### src/rtl/seq_detector_param.sv
// seq_detector_param
//   Parametrised Moore serial pattern detector. One bit of x is sampled per
//   enabled rising edge of CLK. S tracks the longest prefix of PATTERN that
//   is also a suffix of the sampled stream. F flags a complete match, and
//   COUNT counts matches with saturation.
//
//   Ports
//     CLK    in   1   clock, rising edge
//     RESET  in   1   asynchronous active-high reset
//     x      in   1   serial data bit
//     EN     in   1   sample enable (0: S, F, COUNT hold; x discarded)
//     CLR    in   1   synchronous clear of COUNT, independent of EN
//     F      out  1   1 iff S == N
//     S      out  SW  number of pattern bits currently matched
//     COUNT  out  CW  saturating match counter
//
//   state      | meaning
//   -----------+------------------------------------------------------------
//   0          | no pattern bits matched
//   k (1..N-1) | last k bits equal PATTERN[N-1 -: k]
//   N          | full match, F high
//   > N        | unreachable encoding; falls to 0 on the next enabled edge
module seq_detector_param #(
   parameter int             N       = 4,
   parameter logic [N-1:0]   PATTERN = 4'b1011,
   parameter bit             OVERLAP = 1'b1,
   parameter int             CW      = 4,
   parameter int             SW      = $clog2(N + 1)
) (
   input  logic          CLK,
   input  logic          RESET,
   input  logic          x,
   input  logic          EN,
   input  logic          CLR,
   output logic          F,
   output logic [SW-1:0] S,
   output logic [CW-1:0] COUNT
);

   localparam logic [SW-1:0] S_FULL = SW'(N);

   // Pattern bit at position q, where position 0 is the first bit received.
   function automatic int pat_bit(input int q);
      logic [N-1:0] pv;
      pv = PATTERN >> (N - 1 - q);
      return pv[0] ? 1 : 0;
   endfunction

   // Elaboration-time KMP transition. The string considered is the first
   // k pattern bits followed by b. The result is the length of the longest
   // pattern prefix that is a suffix of that string.
   function automatic int delta(input int k, input int b);
      int best;
      int len;
      int ok;
      int q;
      int c;
      best = 0;
      len  = k + 1;
      for (int l = 1; l <= N; l++) begin
         if (l <= len) begin
            ok = 1;
            for (int j = 0; j < l; j++) begin
               q = len - l + j;
               c = (q < k) ? pat_bit(q) : b;
               if (c != pat_bit(j)) ok = 0;
            end
            if (ok == 1) best = l;
         end
      end
      return best;
   endfunction

   // Next-state table for every encoding of S, indexed by the current state.
   logic [SW-1:0] nxt0 [2**SW];
   logic [SW-1:0] nxt1 [2**SW];

   for (genvar k = 0; k < 2**SW; k++) begin : g_next
      if (k > N) begin : g_unused
         assign nxt0[k] = '0;
         assign nxt1[k] = '0;
      end else begin : g_used
         // Without overlap a full match restarts from the empty prefix.
         localparam int FROM = (k == N && !OVERLAP) ? 0 : k;
         localparam int D0   = delta(FROM, 0);
         localparam int D1   = delta(FROM, 1);
         assign nxt0[k] = D0[SW-1:0];
         assign nxt1[k] = D1[SW-1:0];
      end
   end

   logic [SW-1:0] s_next;

   always_comb begin
      s_next = x ? nxt1[S] : nxt0[S];
   end

   // F is registered alongside S, so it always equals (S == N) without
   // depending on the current x.
   always_ff @(posedge CLK or posedge RESET) begin
      if (RESET) begin
         S     <= '0;
         F     <= 1'b0;
         COUNT <= '0;
      end else begin
         if (EN) begin
            S <= s_next;
            F <= (s_next == S_FULL);
         end
         if (CLR) begin
            COUNT <= '0;
         end else if (EN && (s_next == S_FULL) && (COUNT != '1)) begin
            COUNT <= COUNT + CW'(1);
         end
      end
   end

endmodule
### config.mk
export PLATFORM = sky130hd
export DESIGN_NAME = seq_detector_param
export DESIGN_NICKNAME = d
export VERILOG_FILES = /design/src/rtl/seq_detector_param.sv
export SDC_FILE = /design/constraint.sdc
export NUM_CORES = 1
export LEC_CHECK = 0
export ABC_AREA = 1
export ABC_CLOCK_PERIOD_IN_PS = 1260
export CAP_MARGIN = 30
export CELL_PAD_IN_SITES_DETAIL_PLACEMENT = 2
export CELL_PAD_IN_SITES_GLOBAL_PLACEMENT = 2
export CORE_ASPECT_RATIO = 1.2
export CORE_MARGIN = 3
export CORE_UTILIZATION = 26
export CTS_BUF_LIST = sky130_fd_sc_hd__clkbuf_4
export DETAILED_ROUTE_END_ITERATION = 10
export HOLD_SLACK_MARGIN = 0.15
export MAX_ROUTING_LAYER = met4
export PLACE_DENSITY_LB_ADDON = 0.1
export SLEW_MARGIN = 0
export SYNTH_ARGS = -nofsm -noshare
export SYNTH_HDL_FRONTEND = slang
export SYNTH_SLANG_ARGS = --single-unit
export TNS_END_PERCENT = 5
### constraint.sdc
create_clock -name CLK -period 1.26 [get_ports CLK]
set_input_delay 0.252 -clock CLK [delete_from_list [all_inputs] [get_ports CLK]]
set_output_delay 0.252 -clock CLK [all_outputs]
set_load 0.01 [all_outputs]
==> key figures <==
Run status
  – Status: completed

Global route
  – GRT busiest layer: met2
  – Met3 Use GR: ~3.1%
  – Met1 GRT Util: between 15 and 20%
  – Antenna violations before repair: 0
  – Vias in the first global route: roughly 520
  – Met2 Track Usage GR: between 20% and 30%
  – Congestion Overflow GR: 0
  – Largest net degree at the start of global routing: 9
  – GR Util All Layers: roughly 16%
  – First-pass GRT wire length: about 2.4 mm

Clock tree
  – Hold buffer count at cts: 0
  – Clock sink count: 8
  – H-tree depth: 1
  – Clk_lat worst skew: between 0.2 and 0.3 ns
  – Root Buffer: clkbuf_4
  – Num CTS Buffers: 3
  – Max clock buf depth: 2
  – Reg clk slew, reported paths: 0.06 ns
  – CTS tree: done

Logic synthesis
  – Synth area leader: dfrtp_1
  – Post-synth cell types: 14
  – Synth top area share: between 40% and 50%
  – Largest cells by area after synthesis: dfrtp_1, nand2_1, nand3_1
  – Synth Register Bits: 8
  – Synth Cell Area: 454 sq um
  – Cells after Synth: 60
  – Sequential fraction of the synthesis area: between 40 and 50%
  – Avg Cell Area, Syn: roughly 7.6 sq um
  – Post-Syn Nets: 66
  – Yosys warnings: 0

STA
  – Fmax: 821 MHz
  – Final period demand of the worst path: around 1.2 ns
  – RSZ-0062 raised after global routing: false
  – Final Setup Violations: 0
  – Max_slew headroom: 78.1%
  – Final Hold Viols: 0
  – Period utilization: approximately 97%
  – Slew @ Worst Pin: roughly 0.33 ns
  – Final Skew: around 0.0056 ns
  – Post-Route Setup TNS: 0 ns
  – Final Max Slew Viols: 0

Drt
  – Avg WL per Cell: around 14 microns
  – Via/cell ratio: 4.72
  – Drt drc: 0
  – Drt total wl: 1.42 mm
  – Antenna Nets Post-Route: 0
  – Vias: between 400 and 500
  – DR iter-0 viols: 2
  – DR pass1 iterations: 2

Setup path
  – Nature of the critical path startpoint: register
  – Worst path slowest cell: dfrtp_1
  – CP peak stage delay: around 0.41 ns
  – CP delay by family, top: flip-flops
  – Arr. time, crit path: 0.97 ns
  – CP required: about 1 ns
  – Critical path buffer and inverter count: 1
  – WS Path Type: reg -> out
  – Crit path max fanout: 4
  – CP Capture Type: primary output
  – CP cell instances: dlygate4sd2_1

Placement
  – # port buffers: 12
  – Post-Place Cells: 99
  – DP HPWL: 1.17 mm
  – Final Wtd Congestion: between 0.7 and 0.8

Finish
  – Final net count: between 90 and 100
  – Multi-input logic area: between 200 and 250 sq um
  – N_diodes: 0
  – FF/Latch Area: approximately 200 sq um
  – Synthesis-to-finish area growth: 53.7%
  – Finished Core Util: roughly 45%
  – Layout cell share with drive strength beyond 1: ~26%
  – Layout Cells excl Fill: around 100
  – Fill count: ~180

Floorplanning
  – Initial Util: approximately 30%
  – Total I/O pin count: 13
  – Placeable Area: ~1500 sq um
  – Die Wd: 44.2 microns
  – Number of core rows: 15
  – Full die area: ~2300 sq um
  – DIE HEIGHT: about 52 microns

Min path
  – HP Class: in -> async

Power
  – Power Density: approximately 960 nW/um^2
  – Leakage: just over 0.0004 uW
  – Max IR drop VDD: around 0.41 mV

Flow run
  – Max-cap violations: 0
what timing repair did:
| item | 4_1_cts | 5_1_grt |
|---|---|---|
| setup endpoints to repair | 8 | 5 |
| pin swaps | 0 | 2 |
| gates cloned | 0 | 0 |
| resized for setup | 8 | 2 |
| buffers inserted | 0 | 1 |
| hold endpoints to repair | 0 | 0 |
Yosys cell counts, drive strengths merged:
master	number
nand4	1
inv	9
dfrtp	8
o21ai	4
nand3	7
nor2	7
xnor2	1
ha	1
nor3	1
nand2	21
routing by layer:
metal / up-vias / part of all wire (%)
met3: 3 / 2.5
met4: 0 / 1.7
met5: - / 0
met1: 232 / 45
li1: 242 / -
met2: 9 / 51
where the power goes:
part	leakage, uW	internal (uW)	switching, uW
combinational	0.000282	82.5	90.2
clock	0.0000138	110	99.2
sequential	0.000108	275	11.4
cell usage in the layout, fill, tap and decap left out:
master | netlist | layout
nand2_1 | 18 | 18
buf_4 | 0 | 11
dfrtp_1 | 8 | 8
inv_1 | 8 | 8
dlygate4sd2_1 | 0 | 8
nor2_1 | 6 | 6
nand3_1 | 6 | 5
o21ai_0 | 4 | 4
clkdlybuf4s50_1 | 0 | 4
nand2_2 | 3 | 3
clkbuf_4 | 0 | 3
nor2_4 | 1 | 1
inv_2 | 1 | 1
nand3_2 | 0 | 1
nand3_4 | 1 | 1
nand4_1 | 1 | 1
xnor2_1 | 1 | 1
nor3_1 | 1 | 1
ha_2 | 0 | 1
per-stage QoR:
step,total power [uW],cell area (sq um),hold WS (ns),setup slack [ns]
3_3_place_gp,466,671,0.474,-0.0219
4_1_cts,678,683,0.249,0.0160
3_5_place_dp,474,671,0.476,-0.0505
5_1_grt,715,698,0.265,0.00823
6_report,668,698,0.244,0.0416
2_1_floorplan,364,454,0.0677,0.0962
path summary, 6_finish.rpt:
check                      startpoint       end  slack [ns]  cells past startpoint
setup / recovery             COUNT[1]  COUNT[1]        0.04                      1
hold / removal                  RESET  COUNT[0]        0.24                      2
setup reg to reg             COUNT[1]  COUNT[3]        0.10                      6
hold reg to reg                     F         F        0.50                      2
max in group asynchronous       RESET      S[0]        0.77                      2
min in group CLK                    F         F        0.50                      2
cell type report:
class,count,share of cell area [%]
clock buffer,3,3.23
inverter,9,4.84
multi-input combinational,43,32.6
sequential,8,28.7
tap,17,3.05
timing repair buffer,23,27.6
worst register-to-register path, delay by kind of cell (launching register included):
kind                     cells  cell delay (ns)
AND/OR/NAND/NOR              5             0.43
adder cells (fa/ha/maj)      1             0.22
flip-flops                   1             0.39
cell families (layout without fill, tap and decap cells):
group,count (synthesis),count (layout),synth area share [%]
AOI/OAI and AO/OA,4,4,4.41
and+or+nand+nor,37,37,39.4
buffers and inverters,9,35,7.44
xor gates and xnor gates,1,1,1.93
DFF,8,8,44.1
adders and majority gates,1,1,2.75
flip-flops by register name (all words and copies together) (netlist names):
register and count:
COUNT 4, F 1, S 3
Power figures use the tool's default switching activity.
